File: config.mk
export PLATFORM = sky130hd
export DESIGN_NAME = imem_boot_loader_flat
export DESIGN_NICKNAME = d
export VERILOG_FILES = /design/src/rtl/imem_loader_pkg.sv /design/src/rtl/imem_boot_loader_if.sv /design/src/rtl/imem_boot_loader_byte_packer.sv /design/src/rtl/imem_boot_loader.sv /design/src/flat_wrapper.sv
export SDC_FILE = /design/constraint.sdc
export NUM_CORES = 1
export LEC_CHECK = 0
export ABC_AREA = 0
export ABC_CLOCK_PERIOD_IN_PS = 3200
export CAP_MARGIN = 10
export CORE_MARGIN = 3
export CORE_UTILIZATION = 40
export DETAILED_ROUTE_END_ITERATION = 16
export GPL_ROUTABILITY_DRIVEN = 0
export RECOVER_POWER = 25
export SETUP_SLACK_MARGIN = 0.02
export SLEW_MARGIN = 20
export SYNTH_ARGS = -nofsm -noshare
export SYNTH_HDL_FRONTEND = slang
export SYNTH_SLANG_ARGS = --single-unit
export TNS_END_PERCENT = 10
File: constraint.sdc
create_clock -name clk -period 3.2 [get_ports clk]
set_clock_uncertainty 0.05 [all_clocks]
set_input_delay 0.96 -clock clk [delete_from_list [all_inputs] [get_ports clk]]
set_output_delay 0.96 -clock clk [all_outputs]
set_load 0.02 [all_outputs]
File: src/rtl/imem_loader_pkg.sv
// Shared types and helpers for the instruction-memory boot loader.
package imem_loader_pkg;

  localparam int unsigned WORD_BYTES = 4;
  localparam int unsigned BYTE_W     = 8;
  localparam int unsigned WORD_W     = WORD_BYTES * BYTE_W;

  typedef enum logic [2:0] {
    IDLE,
    LOAD,
    RUN,
    CHECK,
    ERROR
  } loader_state_e;

  // Big-endian packing: the newest byte lands in the LSB, earlier bytes move up.
  function automatic logic [WORD_W-1:0] be_assemble(input logic [WORD_W-1:0] acc,
                                                    input logic [BYTE_W-1:0] b);
    return {acc[WORD_W-BYTE_W-1:0], b};
  endfunction

endpackage

File: src/rtl/imem_boot_loader_if.sv
// Byte-stream input and imem write port of the boot loader.
interface imem_boot_loader_if #(
  parameter int unsigned ADDR_W = 6
);
  logic [7:0]        byte_data;
  logic              byte_valid;
  logic              byte_ready;
  logic              mem_we;
  logic [ADDR_W-1:0] mem_waddr;
  logic [31:0]       mem_wdata;

  modport master (output byte_data, byte_valid,
                  input  byte_ready, mem_we, mem_waddr, mem_wdata);
  modport slave  (input  byte_data, byte_valid,
                  output byte_ready, mem_we, mem_waddr, mem_wdata);
endinterface

File: src/rtl/imem_boot_loader_byte_packer.sv
// Shift register plus byte counter; flags the handshake that completes a word.
module byte_packer
  import imem_loader_pkg::*;
(
  input  logic              clk,
  input  logic              rst_n,
  input  logic              clr,
  input  logic              in_valid,
  input  logic [BYTE_W-1:0] in_byte,
  output logic              word_valid_c,
  output logic [WORD_W-1:0] word_c
);

  localparam int unsigned CNT_W = $clog2(WORD_BYTES);

  logic [WORD_W-1:0] shift_q, shift_d;
  logic [CNT_W-1:0]  byte_cnt_q, byte_cnt_d;

  always_comb begin
    shift_d      = shift_q;
    byte_cnt_d   = byte_cnt_q;
    word_c       = be_assemble(shift_q, in_byte);
    word_valid_c = in_valid && (byte_cnt_q == CNT_W'(WORD_BYTES - 1));
    if (clr) begin
      shift_d    = '0;
      byte_cnt_d = '0;
    end else if (in_valid) begin
      shift_d    = word_c;
      byte_cnt_d = byte_cnt_q + CNT_W'(1);
    end
  end

  always_ff @(posedge clk or negedge rst_n) begin
    if (!rst_n) begin
      shift_q    <= '0;
      byte_cnt_q <= '0;
    end else begin
      shift_q    <= shift_d;
      byte_cnt_q <= byte_cnt_d;
    end
  end

endmodule

File: src/rtl/imem_boot_loader.sv
// Boot loader: writes a big-endian byte image into imem, then releases core reset.
// Optional IMEM_LOADER_CHECKSUM_EN adds a trailing 32-bit sum check (CHECK/ERROR states).
module imem_boot_loader
  import imem_loader_pkg::*;
#(
  parameter  int unsigned DEPTH  = 64,
  localparam int unsigned ADDR_W = $clog2(DEPTH)
) (
  input  logic              clk,
  input  logic              rst_n,
  input  logic              start,
  input  logic [ADDR_W:0]   num_words,
  imem_boot_loader_if.slave bus,
  output logic              cpu_rst_n,
  output logic              busy,
  output logic              done,
  output logic              err
);

  localparam int unsigned CNT_W = ADDR_W + 1;

  loader_state_e     state_q, state_d;
  logic [CNT_W-1:0]  words_q, words_d, word_cnt_q, word_cnt_d, start_words_c;
  logic              reload_q, reload_d;
  logic              byte_ready_q, byte_ready_d;
  logic              mem_we_q, mem_we_d;
  logic [ADDR_W-1:0] mem_waddr_q, mem_waddr_d;
  logic [WORD_W-1:0] mem_wdata_q, mem_wdata_d;
  logic              busy_q, busy_d, done_q, done_d, cpu_rst_n_q, cpu_rst_n_d;
  logic              hs_c, pack_clr_c, word_valid_c;
  logic [WORD_W-1:0] word_c;
`ifdef IMEM_LOADER_CHECKSUM_EN
  logic [WORD_W-1:0] sum_q, sum_d;
  logic              err_q, err_d;
`endif

  assign hs_c          = bus.byte_valid && byte_ready_q;
  assign start_words_c = (num_words > CNT_W'(DEPTH)) ? CNT_W'(DEPTH) : num_words;

  byte_packer u_packer (
    .clk          (clk),
    .rst_n        (rst_n),
    .clr          (pack_clr_c),
    .in_valid     (hs_c),
    .in_byte      (bus.byte_data),
    .word_valid_c (word_valid_c),
    .word_c       (word_c)
  );

  always_comb begin
    state_d      = state_q;
    words_d      = words_q;
    word_cnt_d   = word_cnt_q;
    reload_d     = reload_q;
    byte_ready_d = byte_ready_q;
    mem_we_d     = 1'b0;
    mem_waddr_d  = mem_waddr_q;
    mem_wdata_d  = mem_wdata_q;
    pack_clr_c   = 1'b0;
`ifdef IMEM_LOADER_CHECKSUM_EN
    sum_d        = sum_q;
`endif
    case (state_q)
      IDLE: begin
        if (start) words_d = start_words_c;
        // reload_q carries a start taken in RUN/ERROR through one reset-asserted cycle
        if (start || reload_q) begin
          reload_d   = 1'b0;
          word_cnt_d = '0;
          pack_clr_c = 1'b1;
`ifdef IMEM_LOADER_CHECKSUM_EN
          sum_d      = '0;
`endif
          if (words_d == '0) begin
            state_d = RUN;
          end else begin
            state_d      = LOAD;
            byte_ready_d = 1'b1;
          end
        end
      end
      LOAD: begin
        if (word_valid_c) begin
          mem_we_d    = 1'b1;
          mem_waddr_d = ADDR_W'(word_cnt_q);
          mem_wdata_d = word_c;
          word_cnt_d  = word_cnt_q + CNT_W'(1);
`ifdef IMEM_LOADER_CHECKSUM_EN
          sum_d       = sum_q + word_c;
`endif
          if (word_cnt_d == words_q) byte_ready_d = 1'b0;
        end
        // leave once the final write pulse is on the port
        if (mem_we_q && (word_cnt_q == words_q)) begin
`ifdef IMEM_LOADER_CHECKSUM_EN
          state_d      = CHECK;
          byte_ready_d = 1'b1;
`else
          state_d      = RUN;
`endif
        end
      end
`ifdef IMEM_LOADER_CHECKSUM_EN
      CHECK: begin
        if (word_valid_c) begin
          byte_ready_d = 1'b0;
          state_d      = (word_c == sum_q) ? RUN : ERROR;
        end
      end
`endif
      RUN, ERROR: begin
        if (start) begin
          words_d  = start_words_c;
          reload_d = 1'b1;
          state_d  = IDLE;
        end
      end
      default: state_d = IDLE;
    endcase

    busy_d      = (state_d == LOAD);
    done_d      = (state_d == RUN);
    cpu_rst_n_d = (state_d == RUN);
`ifdef IMEM_LOADER_CHECKSUM_EN
    err_d       = (state_d == ERROR);
`endif
  end

  always_ff @(posedge clk or negedge rst_n) begin
    if (!rst_n) begin
      state_q      <= IDLE;
      words_q      <= '0;
      word_cnt_q   <= '0;
      reload_q     <= 1'b0;
      byte_ready_q <= 1'b0;
      mem_we_q     <= 1'b0;
      mem_waddr_q  <= '0;
      mem_wdata_q  <= '0;
      busy_q       <= 1'b0;
      done_q       <= 1'b0;
      cpu_rst_n_q  <= 1'b0;
`ifdef IMEM_LOADER_CHECKSUM_EN
      sum_q        <= '0;
      err_q        <= 1'b0;
`endif
    end else begin
      state_q      <= state_d;
      words_q      <= words_d;
      word_cnt_q   <= word_cnt_d;
      reload_q     <= reload_d;
      byte_ready_q <= byte_ready_d;
      mem_we_q     <= mem_we_d;
      mem_waddr_q  <= mem_waddr_d;
      mem_wdata_q  <= mem_wdata_d;
      busy_q       <= busy_d;
      done_q       <= done_d;
      cpu_rst_n_q  <= cpu_rst_n_d;
`ifdef IMEM_LOADER_CHECKSUM_EN
      sum_q        <= sum_d;
      err_q        <= err_d;
`endif
    end
  end

  assign bus.byte_ready = byte_ready_q;
  assign bus.mem_we     = mem_we_q;
  assign bus.mem_waddr  = mem_waddr_q;
  assign bus.mem_wdata  = mem_wdata_q;
  assign cpu_rst_n      = cpu_rst_n_q;
  assign busy           = busy_q;
  assign done           = done_q;
`ifdef IMEM_LOADER_CHECKSUM_EN
  assign err            = err_q;
`else
  assign err            = 1'b0;
`endif

endmodule

File: src/flat_wrapper.sv
// flat-port wrapper written by rule: the top's interface ports become plain ports
module imem_boot_loader_flat import imem_loader_pkg::*;
#(
  parameter  int unsigned DEPTH  = 64,
  localparam int unsigned ADDR_W = $clog2(DEPTH)
)
  (clk, rst_n, start, num_words, cpu_rst_n, busy, done, err, bus_byte_data, bus_byte_valid, bus_byte_ready, bus_mem_we, bus_mem_waddr, bus_mem_wdata);
  imem_boot_loader_if bus_i ();
  input  logic clk;
  input  logic rst_n;
  input  logic start;
  input  logic [ADDR_W:0] num_words;
  output logic cpu_rst_n;
  output logic busy;
  output logic done;
  output logic err;
  input wire logic [$bits(bus_i.byte_data)-1:0] bus_byte_data;
  input wire logic [$bits(bus_i.byte_valid)-1:0] bus_byte_valid;
  output wire logic [$bits(bus_i.byte_ready)-1:0] bus_byte_ready;
  output wire logic [$bits(bus_i.mem_we)-1:0] bus_mem_we;
  output wire logic [$bits(bus_i.mem_waddr)-1:0] bus_mem_waddr;
  output wire logic [$bits(bus_i.mem_wdata)-1:0] bus_mem_wdata;
  assign bus_i.byte_data = bus_byte_data;
  assign bus_i.byte_valid = bus_byte_valid;
  assign bus_byte_ready = bus_i.byte_ready;
  assign bus_mem_we = bus_i.mem_we;
  assign bus_mem_waddr = bus_i.mem_waddr;
  assign bus_mem_wdata = bus_i.mem_wdata;
  imem_boot_loader #(.DEPTH(DEPTH)) u_core (.clk(clk), .rst_n(rst_n), .start(start), .num_words(num_words), .bus(bus_i), .cpu_rst_n(cpu_rst_n), .busy(busy), .done(done), .err(err));
endmodule
==> impl_results.md <==
- Startpoint types: primary input
- Largest net degree at the start of global routing: 51
- Outcome: complete, no violations
- GRT overflow: 0
- Top_reg_cell synth: dfrtp_1
- IO buf count: 61
- Register area share after synthesis: 58.7%
- Yosys warns: 0
- Setup Fix Bufs, Post-CTS: 0
- Commonest cells post-synth: nand2_1, dfrtp_1, a21oi_1
- Antenna Diode Count: 0
- Critical Path RT: 3400 ps
- Initial antenna violation count: 0
- Number of global-route vias before repair: 2,774
- Power Dens Cells: 877 nW/um^2
- Initial core utilization: 41.6%
- Initial drt markers: 180
- Via density per instance: 5.00
- IO Pins: 63
- Core area: 8810 um^2
- Post-CTS Hold Buffers: 0
- Avg Cell Area, Syn: 9.08 um^2
- Final Util: 52.3%
- Final TNS setup: 0 ps
- Most common cell in the netlist: nand2_1
- Die Wd: 102 um
- CTS Sinks: 86
- Num CTS Buffers: 9
- Synth async-reset ratio: 100%
- Final min period: 2550 ps
- Final Hold Viols: 0
- Leakage power: 2.15 nW
- Share of the synthesized area in the top cell type: 58.7%
- Reg clk slew, reported paths: 90 ps
- Nets@finish: 485
- CP max FO: 4
- Max Freq: 0.393 GHz
- Post-Syn Instances: 404
- Post-synth EDFFs: 0
- Tot Pwr: 4.04 mW
- First-pass GRT wire length: 13,900 um
- GRT Util Overall: 16.9%
- Clock root buffer: clkbuf_8
- CP arrival: 2740 ps
- Residual antenna-violating net count after detailed routing: 0
- Site Rows: 34
- Worst hold-check path type: reg2reg
- DP Wirelength: 5560 um
- DRT Wirelength: 8320 um
- Peak supply drop: 355 uV
- Slew HR: 17.4%
- TritonCTS clock tree: done
- CP Class: in2reg
- Post-CTS sizing: 0
- RSZ-0062 raised after global routing: false
- TritonRoute pass-1 iters: 4
- CTS max path bufs: 2
- Synth Cell Area: 3670 um^2
- Setup Viol. Count Final: 0
- Post-synth top area cell: dfrtp_1
- Maximum Capacitance Violations: 0
- Yosys reg bits: 86
- Routed wire length per instance: 14.4 um
- Die area: 10,400 um^2
- Top cells by area, synth: dfrtp_1, nand2_1, a21oi_1
- Placed cell count: 561
- DRC errors left: 0
- H-tree depth: 3
- Tcrit/Tclk final: 79.6%
- Post-synth cell types: 42
- Share of layout cells above drive strength 1: 7.04%
- Non-Filler Instances: 577
- Slew Limit Fails: 0
- Crit end category: register
- Least-Margin Pin Slew: 1240 ps
- Synth-to-Final Area Change: 25.6%
- Chip height: 102 um
- Syn_nets: 425
- Via Count: 2,883
- Skew-Pair Late Insertion Delay: 350 ps
## logic make-up (layout without fill, tap and decap cells)
group                      Yosys count  after routing  share of synthesized area [%]
DFF                                 86             86                           58.7
AOI/OAI and AO/OA                   57             57                           9.11
xor gates and xnor gates            13             13                           3.10
and+or+nand+nor                    211            211                           24.2
other                                1              1                          0.102
adders and majority gates            2              2                          0.682
muxes                                2              2                          0.580
buffers and inverters               32             97                           3.55
## layout by cell type (no fill, tap or decap), types with 2 or more instances in the layout
master | netlist | routed
o31ai_1 | 2 | 2
nand4_1 | 3 | 3
and2_1 | 2 | 2
and3_1 | 2 | 2
inv_6 | 0 | 2
nor4b_1 | 3 | 3
a21oi_1 | 26 | 26
ha_1 | 2 | 2
xnor2_1 | 12 | 12
buf_4 | 2 | 9
nor2_1 | 10 | 10
nor4_1 | 3 | 3
o21ai_1 | 11 | 11
clkbuf_8 | 0 | 9
o22ai_1 | 2 | 2
clkdlybuf4s50_1 | 0 | 60
dfrtp_1 | 86 | 86
nand2_1 | 173 | 173
o21ai_0 | 5 | 5
o211ai_1 | 3 | 3
nand3_1 | 3 | 3
inv_1 | 8 | 8
nand3b_1 | 6 | 6
## sequential cells by signal, indices dropped and copies added (netlist names)
| name | cells |
|---|---|
| u_core.word_cnt_q | 7 |
| u_core.u_packer.shift_q | 24 |
| u_core.bus.byte_ready | 1 |
| u_core.bus.mem_waddr | 6 |
| u_core.bus.mem_wdata | 32 |
| u_core.done | 1 |
| u_core.state_q | 3 |
| u_core.busy | 1 |
| u_core.bus.mem_we | 1 |
| u_core.reload_q | 1 |
| u_core.words_q | 7 |
| u_core.u_packer.byte_cnt_q | 2 |
## area by class of cell
type,instances,area [um^2]
Clock buffer,9,124
Clock inverter,7,80.1
Fill cell,839,4200
Tap cell,108,135
Inverter,9,33.8
Timing Repair Buffer,72,697
Multi-Input combinational cell,286,1390
Sequential cell,86,2150
## power breakdown
part	switching, mW	leakage, nW	internal (mW)	total [mW]
logic	0.765	0.955	0.672	1.44
clock network	0.411	0.102	0.372	0.782
registers	0.331	1.09	1.49	1.82
total	1.51	2.15	2.53	4.04
## layer usage
metal / GRT usage, % / wire, um
met1: 26.4 / 4170
met5: 0 / 0
met4: 4.29 / 66
met2: 23.9 / 3670
met3: 3.31 / 415
## path summary, 6_finish.rpt
kind                       cells past startpoint                                  from                                      end  slack, ps
setup / recovery                               6                          num_words[2]        u_core.bus.byte_ready$_DFFE_PN0P_        650
hold / removal                                 2  u_core.bus.mem_wdata[25]$_DFFE_PN0P_     u_core.bus.mem_wdata[25]$_DFFE_PN0P_        430
setup reg to reg                               6      u_core.word_cnt_q[0]$_DFFE_PN0P_        u_core.bus.byte_ready$_DFFE_PN0P_       1150
hold reg to reg                                2  u_core.bus.mem_wdata[25]$_DFFE_PN0P_     u_core.bus.mem_wdata[25]$_DFFE_PN0P_        430
max in group asynchronous                      2                                 rst_n  u_core.u_packer.shift_q[13]$_DFFE_PN0P_       1150
min in group asynchronous                      1                                 rst_n     u_core.bus.mem_wdata[24]$_DFFE_PN0P_        810
## worst max-delay path, stage by stage
cell and delay (ps):
clkdlybuf4s50_1 410, or4_1 520, nor4b_1 280, a21oi_1 150
mux2i_1 150, a211o_1 270
## metrics by stage
| stage | hold WS, ps | setup WS [ps] | cell area [um^2] |
|---|---|---|---|
| after floorplan | 389 | 810 | 3670 |
| after global placement | 400 | 305 | 4410 |
| after detailed placement | 410 | 261 | 4410 |
| after CTS | 430 | 645 | 4610 |
| after global routing | 451 | 519 | 4610 |
| final | 427 | 653 | 4610 |
No activity file was read; power rests on OpenSTA's default activity.
